===== src/rtl/alu_shift_sequencer.sv =====
// alu_shift_sequencer: command-side ALU driver that repeats
// 1-bit shift/rotate ops N times by feeding Out back into A.
//
// Ports:
//   clk, reset            single clock, sync active-high reset
//   cmd_valid/cmd_ready   command handshake (op, a, b, shamt)
//   cmd_op/a/b/shamt      command payload
//   alu_a/alu_b/alu_op    operands and op to the combinational ALU
//   alu_out/alu_zero      ALU result and zero flag
//   rsp_valid/rsp_ready   response handshake
//   rsp_data/rsp_zero     registered result and zero flag
//   busy                  high whenever not idle
module alu_shift_sequencer #(
  parameter int WIDTH   = 32,
  parameter int SHAMT_W = 5
) (
  input  logic               clk,
  input  logic               reset,
  input  logic               cmd_valid,
  output logic               cmd_ready,
  input  logic [3:0]         cmd_op,
  input  logic [WIDTH-1:0]   cmd_a,
  input  logic [WIDTH-1:0]   cmd_b,
  input  logic [SHAMT_W-1:0] cmd_shamt,
  output logic [WIDTH-1:0]   alu_a,
  output logic [WIDTH-1:0]   alu_b,
  output logic [3:0]         alu_op,
  input  logic [WIDTH-1:0]   alu_out,
  input  logic               alu_zero,
  output logic               rsp_valid,
  input  logic               rsp_ready,
  output logic [WIDTH-1:0]   rsp_data,
  output logic               rsp_zero,
  output logic               busy
);

  typedef enum logic [1:0] {
    IDLE = 2'd0,
    EXEC = 2'd1,
    DONE = 2'd2
  } state_t;

  state_t state;
  state_t state_nxt;

  logic [WIDTH-1:0]   acc;
  logic [WIDTH-1:0]   b;
  logic [3:0]         op;
  logic [SHAMT_W-1:0] cnt;
  logic               zf;

  logic load;
  logic step;
  logic fin;
  logic shift_cls;

  // Only these codes repeat; anything else runs exactly once.
  always_comb begin
    shift_cls = 1'b0;
    unique case (1'b1)
      (cmd_op == 4'b1000): shift_cls = 1'b1;
      (cmd_op == 4'b1001): shift_cls = 1'b1;
      (cmd_op == 4'b1010): shift_cls = 1'b1;
      (cmd_op == 4'b1100): shift_cls = 1'b1;
      (cmd_op == 4'b1101): shift_cls = 1'b1;
      default:             shift_cls = 1'b0;
    endcase
  end

  always_comb begin
    state_nxt = state;
    load      = 1'b0;
    step      = 1'b0;
    fin       = 1'b0;
    unique case (state)
      IDLE: begin
        if (cmd_valid) begin
          load      = 1'b1;
          state_nxt = EXEC;
        end
      end
      EXEC: begin
        if (cnt != '0) begin
          step = 1'b1;
        end else begin
          fin       = 1'b1;
          state_nxt = DONE;
        end
      end
      DONE: begin
        if (rsp_ready) state_nxt = IDLE;
      end
      default: state_nxt = IDLE;
    endcase
  end

  always_ff @(posedge clk) begin
    if (reset) state <= IDLE;
    else       state <= state_nxt;
  end

  always_ff @(posedge clk) begin
    if (reset) begin
      acc      <= '0;
      b        <= '0;
      op       <= '0;
      cnt      <= '0;
      zf       <= 1'b0;
      rsp_data <= '0;
      rsp_zero <= 1'b0;
    end else begin
      if (load) begin
        acc <= cmd_a;
        b   <= cmd_b;
        op  <= cmd_op;
        zf  <= (cmd_a == '0);
        cnt <= shift_cls ? cmd_shamt
                         : SHAMT_W'(1);
      end
      if (step) begin
        acc <= alu_out;
        zf  <= alu_zero;
        cnt <= cnt - SHAMT_W'(1);
      end
      if (fin) begin
        rsp_data <= acc;
        rsp_zero <= zf;
      end
    end
  end

  assign alu_a     = acc;
  assign alu_b     = b;
  assign alu_op    = op;
  assign cmd_ready = (state == IDLE);
  assign busy      = (state != IDLE);
  assign rsp_valid = (state == DONE);

endmodule

===== config.mk =====
export PLATFORM = sky130hd
export DESIGN_NAME = alu_shift_sequencer
export DESIGN_NICKNAME = d
export VERILOG_FILES = /design/src/rtl/alu_shift_sequencer.sv
export SDC_FILE = /design/constraint.sdc
export NUM_CORES = 1
export LEC_CHECK = 0
export ABC_AREA = 0
export CAP_MARGIN = 20
export CORE_MARGIN = 1
export CORE_UTILIZATION = 39
export DETAILED_ROUTE_END_ITERATION = 8
export PLACE_DENSITY = 0.82
export SLEW_MARGIN = 10
export SYNTH_ARGS = -nofsm -noshare
export SYNTH_HDL_FRONTEND = slang
export SYNTH_SLANG_ARGS = --single-unit

===== constraint.sdc =====
create_clock -name clk -period 2.1 [get_ports clk]
set_clock_uncertainty 0.15 [all_clocks]
set_input_delay 0.315 -clock clk [delete_from_list [all_inputs] [get_ports clk]]
set_output_delay 0.315 -clock clk [all_outputs]
set_load 0.01 [all_outputs]

; ---- Yosys cells after proc, flatten, opt, wreduce, memory -nomap -nowiden
; Cells that the tools add are included.
[totals]
reg_bits = 109
latch_bits = 0
ram_bits = 0
romBits = 0
input_bits = 110
output_inout_bits = 104
elab_cells = 44
memories = 0
[op_classes]
add_sub_neg = 1
n_mul = 0
n_div = 0
n_lt_le_gt_ge = 0
eq_ne = 10
shift = 0
muxes = 18
n_bitwise = 0
reduce_logical = 7
[op_table]
columns = op, n
row1 = 2-to-1 mux 32 bit, 2
row2 = logical NOT 32 bit, 1
row3 = "equality test 4 bit, second input constant", 5
row4 = 2-to-1 mux 5 bit, 3
row5 = 2-to-1 mux 1 bit, 9
row6 = 2-to-1 mux 2 bit, 3
row7 = case mux 2 bit (3 select lines), 1
row8 = nonzero test 5 bit, 1
row9 = OR reduction 5 bit, 1
row10 = "subtractor 5 x 1 -> 5 bit, second input constant", 1
row11 = "inequality test 2 bit, second input constant", 2
row12 = nonzero test 2 bit, 2
row13 = AND reduction 3 bit, 1
row14 = "equality test 2 x 1 -> 1 bit, second input constant", 1
row15 = "equality test 2 bit, second input constant", 1
row16 = logical NOT 2 bit, 1
row17 = "inequality test 2 x 1 -> 1 bit, second input constant", 1

; ---- Longest topological paths before layout
[depth]
ltp_word = 6
ltp_mapped = 7
mapped_depth_nobuf = 6

; ---- Least setup slack after synthesis
; OpenSTA, ideal clock, no wires.
[synth_path]
path_kind = register to register
from = register cnt[0]
to = register acc[22], in the netlist alu_a[22]
setup_time_ns = 0.070
t_arrival_ns = 1.645
required_ns = 1.880
setup_slack_ns = 0.235
stages_incl_launch_ff = 8
n_path_buf = 1
cell_sequence = dfxtp_1 inv_1 ha_1 nor4b_1 nor2_1 clkbuf_1 a22oi_1 a21oi_1
[synth_via]
elab_chain_cells = 4
word_cells_on_any_way = 5
cone_classes = mux (3) / reduce/logical (2)
[synth_rtl]
columns = item, line
row1 = start: declaration, 49  ; logic [SHAMT_W-1:0] cnt;
row2 = start signal: assignment, 117  ; cnt <= shift_cls ? cmd_shamt
row3 = start signal: assignment, 123  ; cnt <= cnt - SHAMT_W'(1);
row4 = nonzero test 5 bit (*), 83  ; if (cnt != '0) begin
row5 = 2-to-1 mux 1 bit (*), 83
row6 = 2-to-1 mux 1 bit (*), 75  ; unique case (state)
row7 = 2-to-1 mux 32 bit / nonzero test 2 bit (equally long branches), -
row8 = end signal: assignment, 113  ; acc <= cmd_a;
row9 = end signal: assignment, 121  ; acc <= alu_out;
row10 = end: declaration, 46  ; logic [WIDTH-1:0] acc;
; Mark *: on every way between the ends. The rest lies on a longest branch, timed or not.
; A chain may end at the register's enable or synchronous reset.

; ---- Worst setup path in the final report
[layout_path]
from = register state[1]
to = output port rsp_valid
[layout_via]
elab_chain_cells = 1
[layout_rtl]
columns = item, line
row1 = start: declaration, 43  ; state_t state;
row2 = start signal: assignment, 99  ; else state <= state_nxt;
row3 = equality test 2 bit, 137  ; assign rsp_valid = (state == DONE);
row4 = end: declaration, 30  ; output logic rsp_valid,
; No other way between the ends.

==> qor.csv <==
metric,value,unit
Final Hold Fails,0,
Total Power,5.00,mW
"Avg Cell Area, Syn",8.08,µm²
Top Ports,214,
initial antenna violation count,0,
Worst R2R Path Depth,8,
leak pwr,2.33,nW
Slew @ Worst Pin,621,ps
critical setup path kind,register to output port,
Worst EP required,1630,ps
Clock Latency Late Sink,370,ps
Max Slew Vio Count,0,
worst vdd ir,0.366,mV
Initial DRC Count,273,
WL final,13600,µm
cell depth of the worst hold path,5,
Mapped Cells,508,
H-tree levels,3,
Tmin final,2010,ps
CP Capture Type,output port,
Vias/cell,5.21,
"count leader, synth",nand2_1,
FF-to-FF setup slack,110,ps
Tcrit/Tclk final,0.955,
max-cap viol count,0,
final RePlAce weighted congestion,0.846,
total track usage,0.245,
Synth top area share,0.532,
Critical path origin,state[1],
syn nets,619,
filler cell count,885,
mapped cell area,4110,µm²
number of clock sinks,109,
post-synthesis cell type count,32,
Final ANT Viol Nets,0,
Wirelength per Cell,15.9,µm
PD cells,750,nW/µm²
number of port buffers,213,
sequential-to-total area share from yosys stat,0.532,
fmax,499,MHz
Worst Path Max Fanout,6,
number of global-route vias before repair,4370,
CP arrival,1540,ps
status,"finished, final reports clean",
post-route cell area,6670,µm²
initial core utilization,0.399,
placed cell area,6420,µm²
register bit total from synthesis,109,
r2r startpoint,cnt[1],
DIE HEIGHT,105,µm
CP Launch Type,register,
vias,4442,
fin nets,824,
die width,105,µm
sequential cell area,2180,µm²
Clock Tree Root,clkbuf_8,
first-pass GRT wire length,21200,µm
hold path endpoint,zf,
Ant. Diodes,0,
async set-or-reset flop fraction in the synthesized netlist,0,
Post-synth top cells,"173 x nand2_1, 109 x dfxtp_1, 108 x a21oi_1",
DIE AREA,10900,µm²
num rows,37,
area grow syn2layout,62.5,%
# setup viols final,0,
core area,10300,µm²
hold path startpoint,reset,
Pre-antenna DRT Iters,5,
synth top area cells,"dfxtp_1 53%, nand2_1 16%, a21oi_1 13%",
RSZ-0062 raised after global routing,false,
top cell type by total area after synthesis,dfxtp_1,
YS warnings,0,
maximum clock insertion buffer count,2,
area of the multi-input gates,1760,µm²
total CTS buffers,9,
Reg-to-Reg End,alu_a[11],
CTS tree,done,
Post-synth EDFFs,0,
largest net degree at the start of global routing,110,
Most used DFF post-synth,dfxtp_1,
clk slew on worst S/H paths,100,ps
gr ovfl total,0,
Worst slew margin,0.582,
Hold WS,270,ps
layout cell share with drive strength beyond 1,0.0572,
worst min path class,input port to register,
drt drc,0,
Post-DP HPWL,9770,µm
power by group:
group          total, mW  switching [mW]  leakage [nW]  internal (mW)
sequential          2.36           0.124         0.892           2.24
combinational       1.41           0.659          1.35          0.748
clock               1.24           0.690        0.0854          0.545
worst max-delay path by stage:
| stage | to |
|---|---|
| 2_1_floorplan | alu_a[22] |
| 3_3_place_gp | zf |
| 3_5_place_dp | zf |
| 4_1_cts | rsp_valid |
| 5_1_grt | alu_a[22] |
| 6_report | rsp_valid |
cell usage in the layout (no fill, tap or decap), types with 3 or more instances in the layout:
cell type / count
clkdlybuf4s50_1: 212
nand2_1: 173
a21oi_1: 108
dfxtp_1: 108
a22oi_1: 32
buf_4: 10
clkbuf_8: 9
nor4_1: 6
buf_12: 6
inv_1: 5
nor2_2: 3
nor2b_1: 3
nor3_1: 3
nor2_1: 3
final cells by class:
type	instances	area share
well taps	136	0.0255
inverters	6	0.00338
clock buffers	11	0.0197
clock inverters	4	0.00750
multi-input cells	357	0.264
repair buffers	230	0.353
flip-flops and latches	109	0.327
stage by stage:
| step | util | setup slack, ps | std cells | TNS (ps) |
|---|---|---|---|---|
| after floorplan | - | 235 | 508 | 0 |
| after CTS | 0.643 | 32.6 | 851 | 0 |
| final | 0.649 | 94.7 | 853 | 0 |
| after global routing | 0.649 | 15.3 | 853 | 0 |
| after detailed placement | 0.624 | -54.5 | 836 | -54.5 |
| after global placement | 0.624 | -37.6 | 836 | -37.6 |
worst max-delay path, cell delays in order (launching register included):
cell and delay [ps]:
dfxtp_2 400, nor2b_1 210, clkdlybuf4s50_1 570
flip-flops by register name (all words and copies together), names as in the netlist:
signal	count
alu_op	4
rsp_zero	1
rsp_data	32
alu_b	32
state	2
alu_a	32
zf	1
cnt	5
cell families (layout without fill, tap and decap cells):
kind of cell,Yosys count,in the layout,share of synthesized area
buf+inv,42,251,0.0469
compound gates,151,151,0.212
fa+ha+maj,1,1,0.00305
flops,109,109,0.532
xor+xnor,2,2,0.00427
simple gates,203,203,0.203
what timing repair did:
item / in CTS / in global routing
gates resized for setup: 1 / 6
setup endpoints to repair: 1 / 47
buffers inserted: 0 / 1
gates cloned: 0 / 1
pin swaps: 0 / 1
hold buffers: 0 / 0
per-layer routing:
metal | track usage | up-vias | routed length, µm | part of all wire
li1 | - | 2130 | - | -
met1 | 0.278 | 2093 | 5260 | 0.39
met2 | 0.436 | 192 | 6990 | 0.52
met3 | 0.0449 | 27 | 882 | 0.065
met4 | 0.126 | 0 | 418 | 0.031
met5 | 0 | - | 0 | 0
Power figures use the tool's default switching activity.
